===== src/rtl/uart_tx_ctrl.sv =====
// Transmit controller: holds host bytes in a small FIFO and hands them one
// at a time to a UART serializer, waiting for its completion pulse plus one
// idle cycle before launching the next byte.
module uart_tx_ctrl #(
  parameter int unsigned FIFO_DEPTH = 4
) (
  input  logic       i_Clock,
  input  logic       i_Rst_L,
  input  logic       i_Cmd_En,
  input  logic       i_Cmd_Dis,
  input  logic       i_Cmd_Rst,
  input  logic       i_Wr,
  input  logic [7:0] i_Wr_Data,
  output logic       o_TxRDY,
  output logic       o_TxEMT,
  output logic       o_Ovr_Err,
  output logic       o_TX_DV,
  output logic [7:0] o_TX_Byte,
  input  logic       i_TX_Done
);

  localparam int unsigned PtrW = $clog2(FIFO_DEPTH);
  localparam int unsigned CntW = PtrW + 1;

  typedef enum logic [1:0] {StIdle, StLaunch, StWaitDone, StGap} state_e;

  state_e            state_q, state_d;
  logic              enable_q, enable_d;
  logic              ovr_q, ovr_d;
  logic              tx_rdy_q;
  logic              tx_emt_q;
  logic [7:0]        byte_q;
  logic [7:0]        mem [FIFO_DEPTH];
  logic [PtrW-1:0]   wr_ptr_q, wr_ptr_d;
  logic [PtrW-1:0]   rd_ptr_q, rd_ptr_d;
  logic [CntW-1:0]   count_q, count_d;

  logic full, pop, push, overflow;

  // FIFO handshake: a pop in LAUNCH frees a slot for a same-cycle write at full
  always_comb begin
    full     = (count_q == CntW'(FIFO_DEPTH));
    pop      = (state_q == StLaunch) && !i_Cmd_Rst;
    push     = i_Wr && enable_q && !i_Cmd_Rst && (!full || pop);
    overflow = i_Wr && enable_q && !i_Cmd_Rst && full && !pop;
  end

  // Enable flag, sticky overrun and FIFO bookkeeping next-state
  always_comb begin
    enable_d = enable_q;
    ovr_d    = ovr_q;
    wr_ptr_d = wr_ptr_q;
    rd_ptr_d = rd_ptr_q;
    count_d  = count_q;
    if (i_Cmd_Rst) begin
      enable_d = 1'b0;
      ovr_d    = 1'b0;
      wr_ptr_d = '0;
      rd_ptr_d = '0;
      count_d  = '0;
    end else begin
      if (i_Cmd_Dis) begin
        enable_d = 1'b0;
      end else if (i_Cmd_En) begin
        enable_d = 1'b1;
      end
      if (overflow) begin
        ovr_d = 1'b1;
      end
      if (push) begin
        wr_ptr_d = wr_ptr_q + PtrW'(1);
      end
      if (pop) begin
        rd_ptr_d = rd_ptr_q + PtrW'(1);
      end
      unique case ({push, pop})
        2'b10:   count_d = count_q + CntW'(1);
        2'b01:   count_d = count_q - CntW'(1);
        default: count_d = count_q;
      endcase
    end
  end

  // Launch sequencer; a channel reset cannot abort a byte already in flight
  always_comb begin
    state_d = state_q;
    unique case (state_q)
      StIdle: begin
        if ((count_q != '0) && !i_Cmd_Rst) begin
          state_d = StLaunch;
        end
      end
      StLaunch: begin
        state_d = i_Cmd_Rst ? StIdle : StWaitDone;
      end
      StWaitDone: begin
        if (i_TX_Done) begin
          state_d = StGap;
        end
      end
      StGap: begin
        state_d = StIdle;
      end
      default: state_d = StIdle;
    endcase
  end

  // Control state and registered status flags
  always_ff @(posedge i_Clock or negedge i_Rst_L) begin
    if (!i_Rst_L) begin
      state_q  <= StIdle;
      enable_q <= 1'b0;
      ovr_q    <= 1'b0;
      wr_ptr_q <= '0;
      rd_ptr_q <= '0;
      count_q  <= '0;
      tx_rdy_q <= 1'b0;
      tx_emt_q <= 1'b1;
      byte_q   <= 8'h00;
    end else begin
      state_q  <= state_d;
      enable_q <= enable_d;
      ovr_q    <= ovr_d;
      wr_ptr_q <= wr_ptr_d;
      rd_ptr_q <= rd_ptr_d;
      count_q  <= count_d;
      // Flags computed from next-state so they track the state they describe
      tx_rdy_q <= enable_d && (count_d != CntW'(FIFO_DEPTH));
      tx_emt_q <= (state_d == StIdle) && (count_d == '0);
      if (pop) begin
        byte_q <= mem[rd_ptr_q];
      end
    end
  end

  // FIFO storage; contents need no reset since the count qualifies them
  always_ff @(posedge i_Clock) begin
    if (push) begin
      mem[wr_ptr_q] <= i_Wr_Data;
    end
  end

  // Byte shown live in LAUNCH, then held until the next launch
  always_comb begin
    o_TX_DV   = pop;
    o_TX_Byte = pop ? mem[rd_ptr_q] : byte_q;
    o_TxRDY   = tx_rdy_q;
    o_TxEMT   = tx_emt_q;
    o_Ovr_Err = ovr_q;
  end

endmodule


===== config.mk =====
export PLATFORM = sky130hd
export DESIGN_NAME = uart_tx_ctrl
export DESIGN_NICKNAME = d
export VERILOG_FILES = /design/src/rtl/uart_tx_ctrl.sv
export SDC_FILE = /design/constraint.sdc
export NUM_CORES = 1
export LEC_CHECK = 0
export BUFFER_PORTS_ARGS = -buffer_cell sky130_fd_sc_hd__buf_2
export CELL_PAD_IN_SITES_DETAIL_PLACEMENT = 1
export CELL_PAD_IN_SITES_GLOBAL_PLACEMENT = 1
export CORE_UTILIZATION = 51
export DETAILED_ROUTE_END_ITERATION = 10
export GPL_TIMING_DRIVEN = 0
export HOLD_SLACK_MARGIN = 0.05
export PLACE_DENSITY_LB_ADDON = 0.1
export SLEW_MARGIN = 20
export SYNTH_ARGS = -nofsm -noshare
export SYNTH_HDL_FRONTEND = slang
export SYNTH_SLANG_ARGS = --single-unit

===== constraint.sdc =====
create_clock -name i_Clock -period 5 [get_ports i_Clock]
set_input_delay 1 -clock i_Clock [delete_from_list [all_inputs] [get_ports i_Clock]]
set_output_delay 1 -clock i_Clock [all_outputs]
set_load 0.01 [all_outputs]

# Yosys cells after proc, flatten, opt, wreduce, memory -nomap -nowiden
# Memories as Yosys holds them, arrays and structs flattened.
# Cells that the tools add are included.
[op_classes]
n_addsub = 4
eq_ne = 7
mux = 18
reduce_logical = 20
[ops]
columns = ["op", "count"]
rows = [
  ["two-way mux 2 bit", 7],
  ["logical AND 1 bit", 9],
  ["two-way mux 8 bit", 1],
  ["case mux 2 bit (4 select lines)", 1],
  ["two-way mux 1 bit", 7],
  ["equality test 2 bit (second input constant)", 3],
  ["case mux 3 bit (2 select lines)", 1],
  ["nonzero test 2 bit", 3],
  ["adder 2 x 1 -> 2 bit (second input constant)", 2],
  ["equality test 2 x 1 -> 1 bit (second input constant)", 2],
  ["logical NOT 2 bit", 2],
  ["adder 3 x 1 -> 3 bit (second input constant)", 1],
  ["equality test 3 bit (second input constant)", 1],
  ["logical NOT 1 bit", 3],
  ["logical NOT 3 bit", 1],
  ["two-way mux 3 bit", 1],
  ["inequality test 3 bit (second input constant)", 1],
  ["nonzero test 3 bit", 1],
  ["subtractor 3 x 1 -> 3 bit (second input constant)", 1],
  ["logical OR 1 bit", 1],
]
[totals]
reg_bits = 21
ram_bits = 32
n_memories = 1
out_inout_bits = 12
[mem_list]
columns = ["memory", "words", "width", "read_ports", "rd_ports_with_merged_regs", "wr", "line", "text"]
rows = [
  ["mem", 4, 8, 1, 0, 1, "33", "logic [7:0] mem [FIFO_DEPTH];"],
]

# Depth between registers and ports, before layout
# Gate-level depths: netlist of the first run.
[depth]
ltp_word = 9
depth_mapped = 7
mapped_depth_nobuf = 7

# Worst setup path after synthesis of the first run
# No wires, ideal clock.
[synth_timing]
path_type = "input-to-output"
start = "input i_Cmd_Rst"
end = "output o_TX_Byte[0]"
cell_stages = 3
path_slack_ns = 2.141
required_time_ns = 4.000
arrival_time_ns = 1.859
cell_sequence = "nor3b_4 buf_2 mux2_2"
[synth_via]
elab_chain_len = 3
[synth_lines]
columns = ["item", "line", "text"]
rows = [
  ["start, declared", "11", "input logic i_Cmd_Rst,"],
  ["logical NOT 1 bit", "43", "pop = (state_q == StLaunch) && !i_Cmd_Rst;"],
  ["logical AND 1 bit", "43", ""],
  ["via o_TX_DV", "17", "output logic o_TX_DV,"],
  ["two-way mux 8 bit", "--", ""],
  ["end, declared", "18", "output logic [7:0] o_TX_Byte,"],
]
# The timed path passes the listed nets, and every way through them passes these cells.

# Worst setup path after layout of the first run
[layout_timing]
start = "input i_Cmd_Rst"
end = "output o_TX_Byte[6]"
[layout_via]
elab_chain_len = 3
[layout_lines]
columns = ["item", "line"]
rows = [
  ["logical NOT 1 bit", "43"],
  ["logical AND 1 bit", "43"],
  ["two-way mux 8 bit", "--"],
]
# Every way passes these cells.

==> results.md, run 1 <==
Timing:
- The share of the clock period used by the worst path is about two thirds.
- For this run, the top clock speed supported by timing is 309 MHz.
- The actual slew at the worst max-slew pin is roughly 0.63 ns.
- After layout, the minimum clock period comes to around 3.2 ns.
- Hold is met by 0.511 ns.
- The total count of hold-check failures in the final report came to 0.
- The number of max-slew violations in the final report is 0.
- The worst path setup slack after routing is between 1.5 and 2 ns.
- Setup violations remaining at the end of the flow were counted as 0.
- The sum of negative setup slack is 0 ns.
- Setup repair after global routing left no endpoint under its margin.
- The relative slew slack is about 58%.
- Between clock sinks in the finished design, the worst skew comes to 0.00780 ns.

Run status:
- The run finished with clean final reports.

Critical path:
- For flop-to-flop paths, the worst setup slack is roughly 2.8 ns.
- The highest net fanout along the worst path is 10.
- Following the worst setup path forward leads to its endpoint at o_TX_Byte[6].
- The highest-delay cell along the critical path is sky130_fd_sc_hd__mux2_2.
- The worst flop-to-flop path endpoint is mem[2][1]$_DFFE_PP_.
- The startpoint class of the critical path is an input port.
- The signal on the critical path passes through buf_2 > nor3b_4 > buf_2 > mux2_2 > buf_2.
- In this run the worst setup path begins at i_Cmd_Rst.
- Counting stages on the worst path, the most repeated cell is sky130_fd_sc_hd__buf_2.
- The maximum cell stage delay along the critical path is 0.39 ns.
- The signal arrival time at the worst endpoint is approximately 2.2 ns.
- The startpoint identified for the worst register-to-register timing path is state_q[1]$_DFF_PN0_.
- The worst register-to-register path has a depth of 4.
- For the worst setup path, the data required time is 4.00 ns.
- The worst setup path is captured at an output pin.
- By startpoint and endpoint, the worst setup path is classified as input port to output pin.

Synthesis:
- In this run, distinct cell masters in the synthesized netlist total 34.
- The net count after synthesis is 151.
- The number of synthesized register bits is 53.
- The biggest area contributor in the post-synthesis netlist is sky130_fd_sc_hd__edfxtp_1.
- The top cell type by area accounts for approximately 44% of the synthesized area.
- After synthesis, the cell types taking the most area are sky130_fd_sc_hd__edfxtp_1, sky130_fd_sc_hd__dfrtp_1, sky130_fd_sc_hd__mux4_2, sky130_fd_sc_hd__mux2_2, sky130_fd_sc_hd__ha_1.
- The count of mapped cells out of synthesis is between 100 and 150.
- The post-synthesis instance area is ~0.0022 mm2.
- A synthesized cell averages roughly 17 um2.
- The sequential share of the synthesized area is 68.3%.
- The total number of yosys warnings is 0.

Layout:
- The commonest non-fill, non-tap cell in the layout is sky130_fd_sc_hd__edfxtp_1.
- The finished layout holds roughly 220 standard cells, fillers aside.
- The post-layout net count is approximately 180.
- Cells with a size suffix above 1 make up 34.5% of the layout.
- The area growth from synthesis to layout is 13.3%.
- Once layout is done, the placed cells without fillers occupy between 0.002 and 0.0025 mm2.
- The repair_antennas step left the layout with diodes totalling 0.
- In the layout the commonest cells are sky130_fd_sc_hd__edfxtp_1, sky130_fd_sc_hd__buf_2, sky130_fd_sc_hd__dfrtp_1.

Routing:
- The highest layer touched by signal routing is met4.
- The met3 wirelength from detailed routing is approximately 110 um.
- The count of TritonRoute iterations in the first routing pass is 4.
- The post-detailed-routing wire length is ~3.9 mm.
- The average wire per cell in the routed design is around 18 um.
- The post-route met1 wirelength is 1.72 mm.
- The count of nets left with antenna violations once routing finished came out at 0.
- The detailed router placed between 1000 and 1500 vias in this run.
- The detailed route wirelength on metal2 is between 2 and 2.5 mm.
- In this run, the number of DRC markers left after iteration 0 of detailed routing was 76.
- The post-detailed-route via-to-cell ratio is between 5 and 6.
- In the routed design, unresolved DRC markers number 0.

Place:
- The post-placement cell count is slightly above 200.
- The HPWL after detailed placement is 2.77 mm.
- The port buffer count is 26.
- Summing all placed instances gives a cell area of between 0.002 and 0.0025 mm2.
- The worst slack after detailed placement is between 1.5 and 2 ns.
- At the end of routability-driven placement, the weighted congestion stood at about 0.86.

Power and ir drop:
- In this run the power density over the cells is between 400 and 500 mW/mm2.
- The worst supply voltage drop on vdd is 244 uV.
- In this run the static leakage power is roughly 0.00096 uW.

Clock tree:
- For this design, the CTS-stage hold fixing added 0 buffers.
- TritonCTS built the clock tree.
- In this run the clock root is driven by a sky130_fd_sc_hd__clkbuf_8.
- The quantity of gates resized following cts is 0.
- The post-CTS repair timing setup buffer count is 0.
- The clock tree buffer depth is 2.
- The latest clock arrival within the worst-skew pair is 0.31 ns.
- After clock tree synthesis, the clock-pin slew on the worst setup and hold paths is ~0.10 ns.
- CTS saw between 50 and 60 sinks.
- The number of clock buffers added by TritonCTS is 5.
- The H-tree was split into 2 levels.

Floorplan:
- The x dimension of the die is 67.4 um.
- The die is slightly below 70 um tall.
- In this run the standard cell core region covers 0.00406 mm2.
- After floorplanning, the core was divided into 23 placement rows.
- 27 I/O pins were placed.
- Once the floorplan was initialized, standard cells occupied 53.7% of the core.
- The die covers 0.00454 mm2.

GRT:
- The number of global-route vias before repair came to between 1000 and 1500.
- Global routing consumed, over all layers together, 20.2% of the routing resources.
- The final global-route overflow total is 0.
- Entering global routing, the biggest net connects 22 pins.
- The initial antenna violation count came to 0.
- The first global-routing pass estimated approximately 6 mm of wire.

Flow run:
- Max-cap violations in this run came to 0.

Worst hold path:
- The tightest min-delay check is of the register to register type.
[cell families after synthesis]
kind of cell,count (synthesis),share of synthesized area [%]
buf+inv,8,1.49
fa+ha+maj,5,3.22
mux,19,14.0
simple gates,34,9.25
compound gates,9,2.53
flops,53,68.3
xor+xnor,3,1.21
[stage by stage]
step | power [uW] | utilization (%)
5_1_grt | 1120 | 60.8
6_report | 1060 | 60.8
2_1_floorplan | 728 | -
4_1_cts | 1070 | 60.8
3_5_place_dp | 821 | 58.4
3_3_place_gp | 804 | 58.4
[where the power goes]
group	total (uW)	switching [uW]	internal, uW
combinational	257	128	129
clock	254	149	105
sequential	549	29.7	519
[how the worst min path moves through the flow]
| stage | startpoint | end | cells after the start |
|---|---|---|---|
| after floorplan | state_q[0]$_DFF_PN0_ | state_q[0]$_DFF_PN0_ | 1 |
| after global placement | o_Ovr_Err$_DFFE_PN0P_ | o_Ovr_Err$_DFFE_PN0P_ | 2 |
| after detailed placement | o_Ovr_Err$_DFFE_PN0P_ | o_Ovr_Err$_DFFE_PN0P_ | 2 |
| after CTS | o_Ovr_Err$_DFFE_PN0P_ | o_Ovr_Err$_DFFE_PN0P_ | 2 |
| after global routing | o_Ovr_Err$_DFFE_PN0P_ | o_Ovr_Err$_DFFE_PN0P_ | 2 |
| final | byte_q[3]$_DFF_PN0_ | byte_q[3]$_DFF_PN0_ | 1 |
[cell type report]
cell class | instances | area (um2)
fillers | 392 | 1590
flip-flops and latches | 53 | 1490
multi-input cells | 70 | 658
repair buffers | 26 | 130
clock buffers | 5 | 68.8
well taps | 50 | 62.6
clock inverters | 3 | 28.8
plain buffers | 4 | 17.5
inverters | 4 | 15.0
[metal layers]
layer,vias up,global-route usage [%]
li1,555,-
met1,592,26.6
met2,18,32.3
met3,5,4.73
met4,0,7.98
met5,-,0
[cell usage after synthesis]
library cell	number
sky130_fd_sc_hd__or3_1	1
sky130_fd_sc_hd__xnor2_1	2
sky130_fd_sc_hd__nor2_1	8
sky130_fd_sc_hd__o31ai_1	1
sky130_fd_sc_hd__nor4_1	1
sky130_fd_sc_hd__a31oi_1	1
sky130_fd_sc_hd__or3b_1	1
sky130_fd_sc_hd__dfrtp_1	20
sky130_fd_sc_hd__ha_1	4
sky130_fd_sc_hd__nand2b_1	2
sky130_fd_sc_hd__dfstp_2	1
sky130_fd_sc_hd__a21o_1	1
sky130_fd_sc_hd__nor2b_1	3
sky130_fd_sc_hd__clkbuf_1	2
sky130_fd_sc_hd__nand2_1	3
sky130_fd_sc_hd__nor3b_4	1
sky130_fd_sc_hd__mux4_2	8
sky130_fd_sc_hd__and2_1	6
sky130_fd_sc_hd__a41oi_1	1
sky130_fd_sc_hd__buf_2	2
sky130_fd_sc_hd__o21ai_0	2
sky130_fd_sc_hd__edfxtp_1	32
sky130_fd_sc_hd__mux2_2	8
sky130_fd_sc_hd__mux2_4	1
sky130_fd_sc_hd__nor3b_1	1
sky130_fd_sc_hd__nor4_2	1
sky130_fd_sc_hd__mux2i_1	2
sky130_fd_sc_hd__inv_1	4
sky130_fd_sc_hd__fa_1	1
sky130_fd_sc_hd__or2_2	1
sky130_fd_sc_hd__nor3_1	4
sky130_fd_sc_hd__nand3_1	1
sky130_fd_sc_hd__a21oi_1	3
sky130_fd_sc_hd__xor2_1	1
[worst max-delay path: cells and delay by family]
kind                   cells  cell delay [ns]
buffers and inverters      3             0.59
muxes                      1             0.39
and+or+nand+nor            1             0.26
[state kept, by name (all words and copies together), names as in the netlist]
signal,cells
o_TxRDY,1
o_TxEMT,1
state_q,2
count_q,3
o_Ovr_Err,1
enable_q,1
rd_ptr_q,2
mem,32
byte_q,8
wr_ptr_q,2
No activity file was read; power rests on OpenSTA's default activity.
==> run 2: changes to the inputs <==
CORE_UTILIZATION = 48   (was 51)
clock period = 3 ns   (was 5 ns; I/O delays follow)
==> results.md, run 2 (synthesis results as in run 1) <==
Routing:
- The remaining antenna violation count is 0 (unchanged).
- The count of TritonRoute iterations in the first routing pass was 4 (unchanged).
- The post-detailed-route via-to-cell ratio is 5.47 (+0.60%).
- The average wire per cell in the routed design came to 18.8 um (+2.7%).
- The total DRC errors in the routed layout came to 0 (unchanged).
- The post-detailed-routing wire length is 4.09 mm (+3.7%).
- The total number of vias is 1188 (+1.5%).
- The violation count after the first detailed-route iteration was 78 (+2.6%).

Worst hold path:
- The class of the tightest hold or removal check is input port to asynchronous set/reset pin.

Clock tree:
- The quantity of gates resized following cts is 0 (unchanged).
- The number of levels the H-tree was split into is 2 (unchanged).
- The latest clock arrival within the worst-skew pair was 0.30 ns (about the same).
- The clock tree buffer depth is 2 (unchanged).
- TritonCTS built the clock tree.
- The quantity of hold-fixing buffers added after cts is 0 (unchanged).
- The number of clock buffers inserted by TritonCTS is 5 (unchanged).
- The CTS sink count is 53 (unchanged).
- The post-CTS clock slew at the launch and capture registers of the worst setup and hold paths is 0.10 ns (about the same).
- The tree is rooted in a sky130_fd_sc_hd__clkbuf_8.
- The post-CTS repair timing setup buffer count is 0 (unchanged).

Critical path:
- The maximum cell stage delay along the critical path was 0.47 ns (+0.08 ns).
- The critical path is of the register to output pin type.
- The highest net fanout along the worst path is 10 (unchanged).
- The signal arrival time at the worst endpoint is 1.95 ns (-0.29 ns).
- The worst register-to-register path begins at state_q[1]$_DFF_PN0_.
- The highest-delay cell along the critical path is sky130_fd_sc_hd__dfrtp_1.
- The worst setup path is launched from a register.
- Traced cell by cell, the critical path runs through nor3b_4 > buf_2 > mux2_2 > buf_2.
- The worst path buffer plus inverter count came to 2 (-1).
- The type of element capturing the critical path is an output pin.
- In this design, the critical path's most frequently occurring cell is sky130_fd_sc_hd__buf_2.
- Among cell families on the critical path, the largest total delay comes from buffers and inverters.
- The data required time at the worst endpoint was 2.40 ns (-1.60 ns).
- The origin of the worst setup path is state_q[1]$_DFF_PN0_.

Layout:
- The fraction of final layout cells with drive strength greater than 1 is 34.5% (unchanged).
- The flip-flop count of the largest register, all copies and words added is 32 (unchanged).
- Leaving out fill and tap cells, the most frequent cell in the layout is sky130_fd_sc_hd__edfxtp_1.
- The post-route core utilization is 57.1% (-3.7 points).
- The register with the most flip-flops is mem.
- The post-layout net count came to 184 (unchanged).
- The post-layout instance area is 0.00249 mm2 (+0.71%).
- The final cell count without fillers is 217 (+0.93%).
- The area growth from synthesis to layout is 14.1%.
- The number of antenna repair diodes is 0 (unchanged).
- The largest registers in the layout are mem (32), byte_q (8), count_q (3).
- The library cells used most frequently in the layout, excluding fill and tap cells, are sky130_fd_sc_hd__edfxtp_1, sky130_fd_sc_hd__buf_2, sky130_fd_sc_hd__dfrtp_1.

Place:
- The post-placement cell count is 209 (+0.97%).
- The placed cell area is 0.00237 mm2 (+0.11%).
- The port buffer count came to 26 (unchanged).
- The HPWL after detailed placement is 2.87 mm (+3.3%).
- The placer congestion estimate is 0.764 (-11%).

Floorplan:
- The overall die area is 0.00481 mm2 (+6.1%).
- The x dimension of the die came to 69.4 um (+3.0%).
- The total core area is 0.00435 mm2 (+7.3%).
- The number of ports placed on the die boundary was 27 (unchanged).
- The total number of placement rows is 24 (+4.3%).
- The overall die height was 69.4 um (+3.0%).
- The starting utilization of the core area is 50.0% (-3.7 points).

Timing:
- Derived from the worst setup path, the maximum achievable clock frequency is roughly 390 MHz.
- The number of max-slew violations in the final report is 0 (unchanged).
- The total count of hold-check failures in the final report is 0 (unchanged).
- The sum of negative setup slack was 0 ns (unchanged).
- The actual slew at the worst max-slew pin was 0.616 ns (-0.0106 ns).
- The clock period could shrink to ~2.6 ns.
- The relative slew slack is 58.6% (+0.71 points).
- The final setup skew is 0.00723 ns (-0.000576 ns).
- The count of final setup violators is 0 (unchanged).
- Setup repair after global routing left no endpoint under its margin.
- The share of the clock period used by the worst path is a little under nine tenths.

Flow run:
- The number of maximum-capacitance violations came to 0 (unchanged).

Power and ir drop:
- The worst supply voltage drop on vdd is 435 uV (+78%).
- The power per cell area is 737 mW/mm2 (+72%).
- The leakage power summed over all cells came to 0.000971 uW (+0.82%).

GRT:
- The wire length of the first global-routing pass was 6.89 mm (+12%).
- The initial antenna violation count was 0 (unchanged).
- The final global-route overflow total is 0 (unchanged).
- The number of global-route vias before repair is 1301 (+7.4%).
- The largest net degree at the start of global routing is 22 (unchanged).
- The combined global-route utilization of all metal layers is 19.6% (-0.58 points).

Run status:
- The flow ran to the end, and the final reports show no timing, DRC or antenna violations.
## run 2: through the flow
step	setup WS (ns)	total power, uW	hold slack (ns)
after floorplan	0.920	1210	0.304
after global placement	0.494	1340	0.476
after detailed placement	0.439	1370	0.483
after CTS	0.404	1850	0.267
after global routing	0.317	1930	0.280
final	0.448	1830	0.255
## run 2: worst reg2reg max path, stage by stage, from the launching register on
cell	delay [ns]
sky130_fd_sc_hd__dfrtp_1	0.47
sky130_fd_sc_hd__nor3b_4	0.30
sky130_fd_sc_hd__nor2b_1	0.11
sky130_fd_sc_hd__nor3_1	0.49
sky130_fd_sc_hd__and2_1	0.51
## run 2: worst paths after layout
kind	end	slack [ns]	cells after the start
min reg2reg	byte_q[0]$_DFF_PN0_	0.50	1
min in group i_Clock	byte_q[0]$_DFF_PN0_	0.50	1
min	byte_q[3]$_DFF_PN0_	0.26	1
max	o_TX_Byte[4]	0.45	4
max reg2reg	mem[1][5]$_DFFE_PP_	0.77	4
max in group asynchronous	o_TxEMT$_DFF_PN1_	2.37	1
## run 2: cell type report
cell class              instances  area, um2
repair buffers                 26        130
inverters                       4       15.0
clock inverters                 3       43.8
clock buffers                   5       68.8
fillers                       414       1870
plain buffers                   4       17.5
flip-flops and latches         53       1490
well taps                      52       65.1
multi-input cells              70        658
## run 2: power breakdown
group          internal [uW]  switching [uW]
clock                    250             236
sequential               865            45.8
combinational            215             219
total                   1330             501
## run 2: layer usage
metal / wire length (um) / part of all wire [%] / global-route usage, %
met5: 0 / 0 / 0
met4: 44 / 1.1 / 5.44
met2: 2070 / 51 / 33.2
met1: 1840 / 45 / 24.8
met3: 129 / 3.2 / 5.23
